## src/rtl/nvdla_snap_intr_bridge.sv

```systemverilog
`default_nettype none
// ============================================================================
// Module   : nvdla_snap_intr_bridge
// Purpose  : Turns the level-sensitive NVDLA core interrupt into the SNAP
//            action interrupt request/acknowledge handshake. It qualifies
//            edges, latches source/context, retries on ack timeout, applies
//            a rearm hold-off and keeps status.
// Revision : 1.0 - initial release
// ----------------------------------------------------------------------------
// Ports
//   ap_clk         in   sole clock
//   ap_rst         in   asynchronous reset, active high
//   dla_intr_i     in   NVDLA level interrupt (high until status cleared)
//   cfg_enable     in   1 = delivery allowed, 0 = events held pending
//   cfg_src        in   source code presented on interrupt_src
//   cfg_ctx        in   context presented on interrupt_ctx
//   cfg_clr_stat   in   1-cycle pulse, clears stat_timeout / stat_intr_cnt
//   interrupt      out  SNAP interrupt request
//   interrupt_src  out  latched source, stable while interrupt=1
//   interrupt_ctx  out  latched context, stable while interrupt=1
//   interrupt_ack  in   SNAP acknowledge, 1-cycle pulse
//   stat_pending   out  event captured, not yet acknowledged
//   stat_timeout   out  sticky, at least one ack timeout occurred
//   stat_intr_cnt  out  acknowledged interrupts, saturating
// ============================================================================
module nvdla_snap_intr_bridge #(
  parameter int INT_BITS     = 3,
  parameter int CONTEXT_BITS = 8,
  parameter int ACK_TIMEOUT  = 1024,
  parameter int HOLDOFF      = 16,
  parameter int CNT_W        = 16
) (
  input  logic                    ap_clk,
  input  logic                    ap_rst,
  input  logic                    dla_intr_i,
  input  logic                    cfg_enable,
  input  logic [INT_BITS-2:0]     cfg_src,
  input  logic [CONTEXT_BITS-1:0] cfg_ctx,
  input  logic                    cfg_clr_stat,
  output logic                    interrupt,
  output logic [INT_BITS-2:0]     interrupt_src,
  output logic [CONTEXT_BITS-1:0] interrupt_ctx,
  input  logic                    interrupt_ack,
  output logic                    stat_pending,
  output logic                    stat_timeout,
  output logic [CNT_W-1:0]        stat_intr_cnt
);

  localparam int ACK_W  = $clog2(ACK_TIMEOUT);
  localparam int HOLD_W = (HOLDOFF > 1) ? $clog2(HOLDOFF) : 1;
  localparam logic [ACK_W-1:0]  ACK_LAST  = ACK_W'(ACK_TIMEOUT - 1);
  localparam logic [HOLD_W-1:0] HOLD_LAST = HOLD_W'(HOLDOFF - 1);
  localparam logic [CNT_W-1:0]  CNT_MAX   = {CNT_W{1'b1}};

  typedef enum logic [1:0] {
    IDLE     = 2'd0,
    REQ      = 2'd1,
    WAIT_LOW = 2'd2,
    HOLD     = 2'd3
  } state_t;

  state_t state, state_nxt;

  logic                    dla_q;
  // Low only in the first cycle after reset: a level that is already high
  // when reset releases belongs to an event that reset discarded, so it must
  // not be mistaken for a fresh rising edge.
  logic                    sampled;
  logic                    pending,  pending_nxt;
  logic                    irq_nxt;
  logic [INT_BITS-2:0]     src_nxt;
  logic [CONTEXT_BITS-1:0] ctx_nxt;
  logic [ACK_W-1:0]        ack_tmr,  ack_tmr_nxt;
  logic [HOLD_W-1:0]       hold_tmr, hold_tmr_nxt;
  logic                    tout_nxt;
  logic [CNT_W-1:0]        cnt_nxt;
  logic                    rise;

  assign rise         = sampled & dla_intr_i & ~dla_q;
  assign stat_pending = pending;

  always_ff @(posedge ap_clk or posedge ap_rst) begin
    if (ap_rst) begin
      state         <= IDLE;
      dla_q         <= 1'b0;
      sampled       <= 1'b0;
      pending       <= 1'b0;
      interrupt     <= 1'b0;
      interrupt_src <= '0;
      interrupt_ctx <= '0;
      ack_tmr       <= '0;
      hold_tmr      <= '0;
      stat_timeout  <= 1'b0;
      stat_intr_cnt <= '0;
    end else begin
      state         <= state_nxt;
      dla_q         <= dla_intr_i;
      sampled       <= 1'b1;
      pending       <= pending_nxt;
      interrupt     <= irq_nxt;
      interrupt_src <= src_nxt;
      interrupt_ctx <= ctx_nxt;
      ack_tmr       <= ack_tmr_nxt;
      hold_tmr      <= hold_tmr_nxt;
      stat_timeout  <= tout_nxt;
      stat_intr_cnt <= cnt_nxt;
    end
  end

  always_comb begin
    state_nxt    = state;
    pending_nxt  = pending;
    irq_nxt      = interrupt;
    src_nxt      = interrupt_src;
    ctx_nxt      = interrupt_ctx;
    ack_tmr_nxt  = ack_tmr;
    hold_tmr_nxt = hold_tmr;
    tout_nxt     = stat_timeout;
    cnt_nxt      = stat_intr_cnt;

    unique case (state)
      IDLE: begin
        if (pending && cfg_enable) begin
          state_nxt   = REQ;
          irq_nxt     = 1'b1;
          src_nxt     = cfg_src;
          ctx_nxt     = cfg_ctx;
          ack_tmr_nxt = '0;
        end
      end

      REQ: begin
        if (interrupt_ack) begin
          // Accepted whether the request is up or in its timeout drop cycle.
          state_nxt   = WAIT_LOW;
          irq_nxt     = 1'b0;
          pending_nxt = 1'b0;
          ack_tmr_nxt = '0;
          cnt_nxt     = (stat_intr_cnt == CNT_MAX) ? stat_intr_cnt
                                                   : stat_intr_cnt + 1'b1;
        end else if (!interrupt) begin
          // One-cycle drop after a timeout is over: re-raise with the same
          // latched source/context and a fresh timer.
          irq_nxt = 1'b1;
        end else if (ack_tmr == ACK_LAST) begin
          irq_nxt     = 1'b0;
          ack_tmr_nxt = '0;
          tout_nxt    = 1'b1;
        end else begin
          ack_tmr_nxt = ack_tmr + 1'b1;
        end
      end

      WAIT_LOW: begin
        if (!dla_intr_i) begin
          state_nxt    = HOLD;
          hold_tmr_nxt = '0;
        end
      end

      HOLD: begin
        // Any high sample restarts the hold-off so a bouncing level cannot
        // rearm the bridge early.
        if (dla_intr_i) begin
          hold_tmr_nxt = '0;
        end else if (hold_tmr == HOLD_LAST) begin
          state_nxt = IDLE;
        end else begin
          hold_tmr_nxt = hold_tmr + 1'b1;
        end
      end

      default: state_nxt = IDLE;
    endcase

    // A new edge always wins over the ack's pending clear so that an event
    // arriving in the ack cycle is serviced after the hold-off.
    if (rise) begin
      pending_nxt = 1'b1;
    end

    if (cfg_clr_stat) begin
      tout_nxt = 1'b0;
      cnt_nxt  = '0;
    end
  end

endmodule
`default_nettype wire

```

## config.mk

```make
export PLATFORM = sky130hd
export DESIGN_NAME = nvdla_snap_intr_bridge
export DESIGN_NICKNAME = d
export VERILOG_FILES = /design/src/rtl/nvdla_snap_intr_bridge.sv
export SDC_FILE = /design/constraint.sdc
export NUM_CORES = 1
export LEC_CHECK = 0
export ABC_CLOCK_PERIOD_IN_PS = 3600
export BUFFER_PORTS_ARGS = -buffer_cell sky130_fd_sc_hd__buf_2
export CAP_MARGIN = 20
export CORE_MARGIN = 10
export CORE_UTILIZATION = 25
export DETAILED_ROUTE_END_ITERATION = 8
export SLEW_MARGIN = 20
export SYNTH_ARGS = -nofsm -noshare
export SYNTH_HDL_FRONTEND = slang
export SYNTH_SLANG_ARGS = --single-unit
```

## constraint.sdc

```tcl
create_clock -name ap_clk -period 3.6 [get_ports ap_clk]
set_input_delay 0.9 -clock ap_clk [delete_from_list [all_inputs] [get_ports ap_clk]]
set_output_delay 0.9 -clock ap_clk [all_outputs]
set_load 0.1 [all_outputs]
```

==> results.tsv, run 1 <==
stage	metric	value	unit
logic_synthesis	synth_edf_count	0	
global_routing	grtUsageTotal	8.413	%
route	wl_per_cell	13.81	µm
timing	tightest_slew	0.8382	ns
placed_design	postPlaceCellArea	2879	µm²
flow_run	cap_violations	0	
timing	setup_viol	0	
setup_path	cp.required	3.82	ns
setup_path	r2r_cells	6	
clock_network	postCtsHoldBufs	0	
clock_network	cts_resized	0	
logic_synthesis	syn_nets	282	
finish	syn2layout_area_growth	17.69	%
global_routing	grt_pass1_wl	10.47	mm
setup_path	cp-start-kind	flip-flop	
logic_synthesis	synth_top_area_share	46.44	%
clock_network	clk_pin_slew	0.09	ns
route	drt_wl_total	6.019	mm
timing	timing.final.max_slew_violations	0	
route	detail_route.vias_per_cell	4.823	
setup_path	worst_ep_arrival_time	2.46	ns
timing	fmax	447.5	MHz
timing	final_hold_viol_count	0	
die	die-width	120.6	µm
pwr	p_per_area	720.6	nW/µm²
route	drtIter0Drc	82	
global_routing	antenna_found_initial	0	
finish	diodes	0	
route	drt.antenna.violating_nets	0	
logic_synthesis	synth_ff_type	dfrtp_1	
logic_synthesis	ys_seq_area_share	46.44	%
die	core_area	9819	µm²
logic_synthesis	ys_types	52	
setup_path	end_kind	flip-flop	
finish	fillers	1066	
setup_path	rrSetupSlack	1.37	ns
route	dr.pass1.iters	4	
finish	fin_nets	326	
global_routing	grt_max_degree	48	
timing	skew	0.01232	ns
timing	rsz0062_at_grt	no	
route	drc_errors	0	
setup_path	r2r-start	state[1]	
finish	drive_gt1_share	23.43	%
timing	slew_headroom	44.05	%
setup_path	crit_path_max_fanout	16	
clock_network	root_buffer	clkbuf_8	
die	die_area	14560	µm²
timing	min_period_over_period	62.07	%
pwr	vdd.ir_drop.worst	713.5	µV
clock_network	clk-insertion-delay-late	0.30	ns
die	io_pins	45	
global_routing	overflow	0	
clock_network	cts_tree	built	
logic_synthesis	ys_ff_latch	47	
finish	final_area	2980	µm²
global_routing	grt_pass1_vias	2133	
die	fp-row-count	36	
setup_path	worstSetupPathType	reg -> reg	
die	start_util	25.79	%
min_path	hold_path_class	reg -> reg	
placed_design	portBuffers	44	
logic_synthesis	yosys-top-cells-area	dfrtp_1 46%, mux2_2 5.8%, ha_1 4.0%	
setup_path	endpoint	stat_intr_cnt[13]	
logic_synthesis	yosysTopAreaCell	dfrtp_1	
logic_synthesis	yosys_warnings	0	
logic_synthesis	netlist_instances	258	
placed_design	globalplace.congestion	0.7856	
outcome	status	complete, no violations	
clock_network	cts_made_buffers	5	
logic_synthesis	synthArstFlopShare	100.0	%
pwr	cellLeakagePower	1.313	nW
clock_network	cts.path.max_buffers	2	
clock_network	cts_sinks	47	
setup_path	critPathLaunch	state[1]	
logic_synthesis	avgSynthCellArea	9.816	µm²
clock_network	cts_setup_buffers	0	
setup_path	reg2reg_to	stat_intr_cnt[13]	
die	die_y	120.6	µm
placed_design	place_hpwl	4.361	mm
timing	setup_tns	0	ns
logic_synthesis	netlist_area	2532	µm²
clock_network	htree_levels	2	
route	vias	2103	
timing	period_minus_slack	2.234	ns
final cells by class:
| class | count | area (µm²) | share of cell area, % |
|---|---|---|---|
| clock buffer | 8 | 100.1 | 3.359 |
| inverter | 10 | 38.79 | 1.301 |
| multi-input combinational | 193 | 1271 | 42.65 |
| sequential | 47 | 1176 | 39.46 |
| tap | 133 | 166.4 | 5.584 |
| timing repair buffer | 45 | 227.7 | 7.641 |
sequential cells by signal (all words and copies together), names as in the netlist:
register       cells
ack_tmr           10
dla_q              1
hold_tmr           4
interrupt          1
interrupt_ctx      8
interrupt_src      2
sampled            1
stat_intr_cnt     16
stat_pending       1
stat_timeout       1
state              2
where the power goes:
group / switching (mW) / total (mW) / internal, mW
registers: 0.0831 / 0.717 / 0.634
clock network: 0.175 / 0.351 / 0.176
logic: 0.821 / 1.08 / 0.258
total: 1.08 / 2.15 / 1.07
through the flow:
| step | hold WS, ns | std cells | power (mW) | setup WS, ns | util [%] |
|---|---|---|---|---|---|
| 2_1_floorplan | 0.4103 | 258 | 1.605 | 1.158 | - |
| 3_3_place_gp | 0.4160 | 428 | 1.789 | 1.277 | 29.32 |
| 3_5_place_dp | 0.4208 | 428 | 1.814 | 1.249 | 29.32 |
| 4_1_cts | 0.4323 | 436 | 2.178 | 1.359 | 30.34 |
| 5_1_grt | 0.4777 | 436 | 2.286 | 1.179 | 30.35 |
| 6_report | 0.4281 | 436 | 2.148 | 1.366 | 30.35 |
cells in the mapped netlist, types with 2 or more instances:
library cell and n:
mux2i_1 2, nand2b_1 6, nor4_1 4, a211oi_1 2, nand3_1 18, dfrtp_1 47
nand2_1 23, buf_2 4, ha_1 8, a21oi_1 12, o31ai_1 5, a32o_1 3
and4_1 8, mux2_2 13, a31oi_1 5, nand4_1 5, inv_1 10, nor3_1 3
and3_1 3, nor2b_1 4, or4_1 3, or3_1 9, o21ai_0 11, nor2_1 22
logic make-up (layout without fill, tap and decap cells):
kind of cell	after synthesis	in the layout	share of synthesized area (%)
AO/OA/AOI/OAI	52	52	13.83
adder cells (fa/ha/maj)	8	8	3.953
multiplexers	15	15	6.571
buffers and inverters	18	63	3.360
flip-flops	47	47	46.44
AND/OR/NAND/NOR	115	115	25.00
other	1	1	0.1481
XOR/XNOR	2	2	0.6918
worst min-delay path by stage:
stage | startpoint | end | slack, ns | depth (start not counted)
5_1_grt | dla_q | stat_pending | 0.48 | 1
3_5_place_dp | dla_q | stat_pending | 0.42 | 1
2_1_floorplan | dla_q | stat_pending | 0.41 | 1
4_1_cts | dla_q | stat_pending | 0.43 | 1
3_3_place_gp | dla_q | stat_pending | 0.42 | 1
6_report | dla_q | stat_pending | 0.43 | 1
per-layer routing:
metal / track usage [%] / share of wire, % / vias up
met5: 0 / 0 / -
met4: 1.584 / 0.30 / 0
met3: 3.164 / 6.0 / 2
met2: 13.24 / 45 / 38
met1: 10.81 / 49 / 1016
li1: - / - / 1047
cells in the final DEF (no fill, tap or decap), types with 2 or more instances in the layout:
cell type,count
inv_1,9
a31oi_1,5
o21ai_0,11
nor2_1,22
nor2b_1,4
or3_1,9
a32o_1,3
or4_1,3
a211oi_1,2
o31ai_1,5
nand4_1,5
mux2i_1,2
a21oi_1,12
mux2_2,13
buf_2,44
and4_1,8
nor4_1,4
clkbuf_8,7
nor3_1,3
nand2b_1,6
nand2_1,23
ha_1,8
nand3_1,18
and3_1,3
dfrtp_1,47
critical path, stage by stage (launching register included):
cell and delay, ns:
dfrtp_1 0.41, inv_1 0.11, ha_1 0.37, nand2_2 0.25, or3_1 0.45, or4_1 0.40
a31oi_1 0.17
(Power assumes the default switching activity.)
==> run 2, diff against run 1 <==
Settings changed: ABC_AREA from default to 1, ABC_CLOCK_PERIOD_IN_PS 3600 to 2200.
Clock period 3.6 ns to 2.2 ns, I/O delays scaled along.
==> results.tsv, run 2 <==
stage	metric	value	unit
global_routing	grt_max_degree	38	
route	vias	2277	
finish	most-common-layout-cells	91 x nand2_1, 47 x dfrtp_1, 44 x buf_2, 39 x inv_1, 31 x nor2_1	
clock_network	root_buffer	clkbuf_8	
flow_run	cap_violations	0	
finish	diodes	0	
clock_network	clk_pin_slew	0.09	ns
logic_synthesis	synth_top_area_share	43.28	%
die	fp-row-count	38	
die	start_util	25.29	%
route	drt_wl_total	6.264	mm
die	core_area	10750	µm²
die	die_y	124.3	µm
setup_path	r2r-start	state[1]	
global_routing	overflow	0	
logic_synthesis	synth_ff_type	dfrtp_1	
global_routing	grt_use_met3	2.000	%
clock_network	cts_tree	built	
logic_synthesis	yosys-top-cells-count	91 x nand2_1, 47 x dfrtp_1, 40 x inv_1	
global_routing	grt_pass1_vias	2303	
finish	final_area	3194	µm²
logic_synthesis	synth-xor-area-share	2.256	%
timing	min_period_over_period	89.10	%
logic_synthesis	yosys-top-cells-area	dfrtp_1 43%, nand2_1 13%, inv_1 5.5%	
logic_synthesis	synth_compound_area_share	11.10	%
logic_synthesis	synthSimpleGateAreaFrac	26.98	%
die	io_pins	45	
global_routing	grt.busiest_layer	met2	
logic_synthesis	yosys_warnings	0	
setup_path	rrSetupSlack	0.24	ns
clock_network	cts_sinks	47	
timing	setup_tns	0	ns
logic_synthesis	avgSynthCellArea	8.137	µm²
timing	fmax	510.2	MHz
die	die_area	15440	µm²
finish	drive_gt1_share	25.07	%
route	dr.pass1.iters	5	
logic_synthesis	synth_edf_count	0	
logic_synthesis	yosysTopAreaCell	dfrtp_1	
global_routing	grt_pass1_wl	11.07	mm
route	wl_per_cell	11.98	µm
finish	largest_register_ffs	16	
timing	rsz0062_at_grt	no	
clock_network	cts_resized	0	
clock_network	cts_made_buffers	5	
logic_synthesis	ys_types	31	
logic_synthesis	yosys.cell_count.top_type	nand2_1	
finish	final_common_cell	nand2_1	
pwr	cellLeakagePower	1.587	nW
route	drt.antenna.violating_nets	0	
setup_path	cp.required	2.40	ns
setup_path	r2r_cells	7	
finish	syn2layout_area_growth	17.54	%
placed_design	globalplace.congestion	0.8294	
clock_network	clk-insertion-delay-late	0.30	ns
clock_network	htree_levels	2	
timing	timing.final.max_slew_violations	0	
min_path	hold_path_class	in -> async	
logic_synthesis	synth_top_family_by_area	simple AND/OR/NAND/NOR gates	
route	drtIter0Drc	124	
finish	regMostFlops	stat_intr_cnt	
logic_synthesis	ys_ff_latch	47	
logic_synthesis	ys_seq_area_share	43.28	%
setup_path	end_kind	flip-flop	
logic_synthesis	netlist_area	2718	µm²
clock_network	cts.path.max_buffers	2	
timing	setup_viol	0	
setup_path	cp-start-kind	flip-flop	
logic_synthesis	synthArstFlopShare	100.0	%
clock_network	postCtsHoldBufs	0	
setup_path	worstSetupPathType	reg -> reg	
finish	reg_top3	stat_intr_cnt (16), ack_tmr (10), interrupt_ctx (8)	
placed_design	place_hpwl	4.889	mm
logic_synthesis	syn_nets	358	
timing	period_minus_slack	1.960	ns
logic_synthesis	synth.area.mux_share	4.144	%
global_routing	antenna_found_initial	0	
route	drc_errors	0	
setup_path	reg2reg_to	ack_tmr[8]	
placed_design	postPlaceCellArea	3077	µm²
setup_path	worst_ep_arrival_time	2.16	ns
setup_path	endpoint	ack_tmr[8]	
outcome	status	complete, no violations	
route	detail_route.vias_per_cell	4.354	
setup_path	crit_path_max_fanout	13	
global_routing	use_met1	9.972	%
logic_synthesis	synthAdderAreaFrac	3.683	%
pwr	vdd.ir_drop.worst	875.2	µV
timing	skew	0.008688	ns
logic_synthesis	netlist_instances	334	
finish	fin_nets	406	
global_routing	use_met2	14.27	%
timing	final_hold_viol_count	0	
pwr	p_per_area	1162	nW/µm²
global_routing	grtUsageTotal	8.408	%
placed_design	portBuffers	44	
setup_path	critPathLaunch	state[1]	
die	die-width	124.3	µm
clock_network	cts_setup_buffers	0	
run 2: cell types whose count changed in the layout (fill, tap and decap cells not counted), sizes merged, moves of 5 or more:
cell    before  now
inv          9   42
nand2       24   93
or3          9    0
and4         8    0
a31oi        5    0
nor2        22   35
nand3       18   28
nand2b       6    0
o31ai        5    0
o21ai       11   27
run 2: per-stage QoR:
step	utilization [%]	setup slack [ns]	power (mW)	hold WS, ns	cells
4_1_cts	29.73	0.2389	3.776	0.1522	523
6_report	29.73	0.2398	3.712	0.1628	523
3_5_place_dp	28.63	0.2555	3.085	0.4207	515
5_1_grt	29.73	0.06389	3.972	0.1587	523
3_3_place_gp	28.63	0.3518	3.050	0.4149	515
2_1_floorplan	-	0.07767	2.804	0.4103	334
run 2: final cells by class:
class	count	area, µm²
clock buffer	6	82.58
tap	140	175.2
sequential	47	1176
fill	1191	7551
timing repair buffer	47	255.2
inverter	42	157.7
clock inverter	2	35.03
multi-input combinational	239	1313
run 2: worst min path at each step:
| stage | startpoint | end | slack, ns |
|---|---|---|---|
| floorplan | dla_q | stat_pending | 0.41 |
| global placement | dla_q | stat_pending | 0.41 |
| detailed placement | dla_q | stat_pending | 0.42 |
| CTS | ap_rst | interrupt_ctx[6] | 0.15 |
| global route | ap_rst | interrupt_ctx[6] | 0.16 |
| finish | ap_rst | interrupt_ctx[6] | 0.16 |
run 2: critical path, cell delays in order, from the launching register on:
cell and delay [ns]:
dfrtp_1 0.41, inv_1 0.13, ha_1 0.31, nand2_1 0.15, o21ai_2 0.43, inv_1 0.20
a21oi_1 0.16, nor2_1 0.06
run 2: logic make-up after synthesis:
group                      Yosys count
and+or+nand+nor                    169
AOI/OAI and AO/OA                   44
buffers and inverters               48
muxes                               10
DFF                                 47
xor gates and xnor gates             7
adders and majority gates            8
other                                1
run 2: where the power goes:
group / internal, mW / total [mW] / leakage (nW) / switching, mW
sequential: 1.04 / 1.17 / 0.620 / 0.128
clock: 0.368 / 0.665 / 0.0612 / 0.297
combinational: 0.377 / 1.88 / 0.906 / 1.50
run 2: per-layer routing:
metal | vias up | share of wire, %
met3 | 4 | 4.2
met5 | - | 0
met1 | 1057 | 46
met4 | 0 | 1.3
li1 | 1169 | -
met2 | 47 | 49
==> run 3, diff against run 2 <==
Settings changed: CAP_MARGIN 20 to default, CORE_UTILIZATION 25 to 56, PLACE_DENSITY from default to 0.79.
==> results.tsv, run 3 (same netlist as run 2, synthesis figures left out) <==
stage	metric	value	unit
die	die_area	8039	µm²
clock_network	clk_pin_slew	0.09	ns
clock_network	postCtsHoldBufs	0	
timing	slew_headroom	66.23	%
finish	final_common_cell	nand2_1	
global_routing	grtUsageTotal	15.06	%
setup_path	end_kind	flip-flop	
clock_network	cts_setup_buffers	0	
setup_path	worstSetupPathType	reg -> reg	
min_path	hold_path_class	in -> async	
route	vias	2275	
setup_path	cp.required	2.40	ns
pwr	vdd.ir_drop.worst	849.1	µV
global_routing	grt_pass1_wl	9.625	mm
setup_path	slowest_delay	0.40	ns
clock_network	cts_resized	0	
setup_path	critPathBufInv	2	
route	drc_errors	0	
placed_design	dp_slack	0.3672	ns
finish	most-common-layout-cells	91 x nand2_1, 47 x dfrtp_1, 44 x buf_2, 39 x inv_1, 31 x nor2_1	
route	drt_wl_total	5.630	mm
die	start_util	57.54	%
setup_path	crit_chain	inv_1 > ha_1 > nand2_1 > o21ai_2 > inv_1 > a21oi_1 > nor2_1	
setup_path	path_delay_family	compound AO/OA/AOI/OAI gates	
timing	tightest_slew	0.5058	ns
outcome	status	complete, no violations	
global_routing	overflow	0	
setup_path	cp-start-kind	flip-flop	
finish	reg_top3	stat_intr_cnt (16), ack_tmr (10), interrupt_ctx (8)	
clock_network	clk-insertion-delay-late	0.30	ns
finish	syn2layout_area_growth	14.27	%
route	detail_route.vias_per_cell	5.033	
placed_design	place_hpwl	4.348	mm
clock_network	root_buffer	clkbuf_8	
timing	fmax	546.6	MHz
route	wl_per_cell	12.46	µm
clock_network	cts_tree	built	
die	die-width	89.66	µm
setup_path	cpMostUsedCell	inv_1	
placed_design	portBuffers	44	
global_routing	grt_pass1_vias	2150	
clock_network	cts_made_buffers	5	
timing	setup_viol	0	
finish	regMostFlops	stat_intr_cnt	
clock_network	htree_levels	2	
die	io_pins	45	
timing	skew	0.006609	ns
finish	instances_no_fill	452	
timing	min_period_over_period	83.15	%
clock_network	cts.path.max_buffers	2	
timing	layout_setup_ws	0.3707	ns
route	drt.antenna.violating_nets	0	
finish	diodes	0	
timing	period_minus_slack	1.829	ns
setup_path	cp_slowest_cell	dfrtp_1	
die	core_area	4723	µm²
route	drtIter0Drc	89	
die	fp-row-count	25	
timing	timing.final.max_slew_violations	0	
finish	post-route-util	65.75	%
placed_design	place_inst	444	
timing	final_hold_viol_count	0	
setup_path	worst_ep_arrival_time	2.03	ns
finish	drive_gt1_share	25.45	%
timing	setup_tns	0	ns
pwr	p_per_area	1195	nW/µm²
finish	fin_nets	408	
die	die_y	89.66	µm
placed_design	globalplace.congestion	0.8512	
setup_path	crit_path_max_fanout	8	
route	dr.pass1.iters	4	
flow_run	cap_violations	0	
pwr	cellLeakagePower	1.592	nW
timing	rsz0062_at_grt	no	
clock_network	cts_sinks	47	
global_routing	antenna_found_initial	0	
finish	largest_register_ffs	16	
global_routing	grt_max_degree	32	
## run 3: final cells by class
class,count,area (µm²)
Inverter,42,157.7
Timing Repair Buffer,49,257.7
Multi-Input combinational cell,239,1313
Tap cell,67,83.83
Sequential cell,47,1176
Fill cell,409,1618
Clock buffer,6,82.58
Clock inverter,2,35.03
## run 3: worst register-to-register path: stages (launching register included)
cell and delay [ns]:
dfrtp_1 0.40, inv_1 0.12, ha_1 0.33, nand2_1 0.16, o21ai_2 0.31, inv_1 0.18
a21oi_1 0.16, nor2_1 0.06
## run 3: power breakdown
group	leakage, nW	internal, mW	switching, mW	total, mW
clock	0.0612	0.368	0.288	0.656
combinational	0.911	0.386	1.50	1.89
sequential	0.620	1.04	0.127	1.17
## run 3: final timing paths
| check | slack [ns] | startpoint | cells after the start | to |
|---|---|---|---|---|
| worst max register to register | 0.37 | state[1] | 7 | ack_tmr[8] |
| worst min-delay path | 0.27 | ap_rst | 2 | stat_intr_cnt[12] |
| max in group asynchronous | 1.38 | ap_rst | 3 | stat_intr_cnt[11] |
| worst min register to register | 0.43 | dla_q | 1 | stat_pending |
| min in group ap_clk | 0.42 | dla_intr_i | 1 | dla_q |
| worst max-delay path | 0.37 | state[1] | 7 | ack_tmr[8] |
## run 3: routing by layer
metal | GRT usage (%) | vias up | share of wire (%)
met5 | 0 | - | 0
met4 | 5.491 | 0 | 1.4
met3 | 3.520 | 6 | 4.4
met2 | 25.79 | 36 | 51
met1 | 17.96 | 1063 | 44
li1 | - | 1170 | -
## run 3: metrics by stage
step / hold slack (ns) / total power, mW / area, µm²
after global routing: 0.2926 / 3.949 / 3105
after CTS: 0.2770 / 3.751 / 3105
after global placement: 0.4142 / 3.049 / 2988
after floorplan: 0.4103 / 2.804 / 2718
final: 0.2658 / 3.711 / 3105
after detailed placement: 0.4271 / 3.088 / 2988
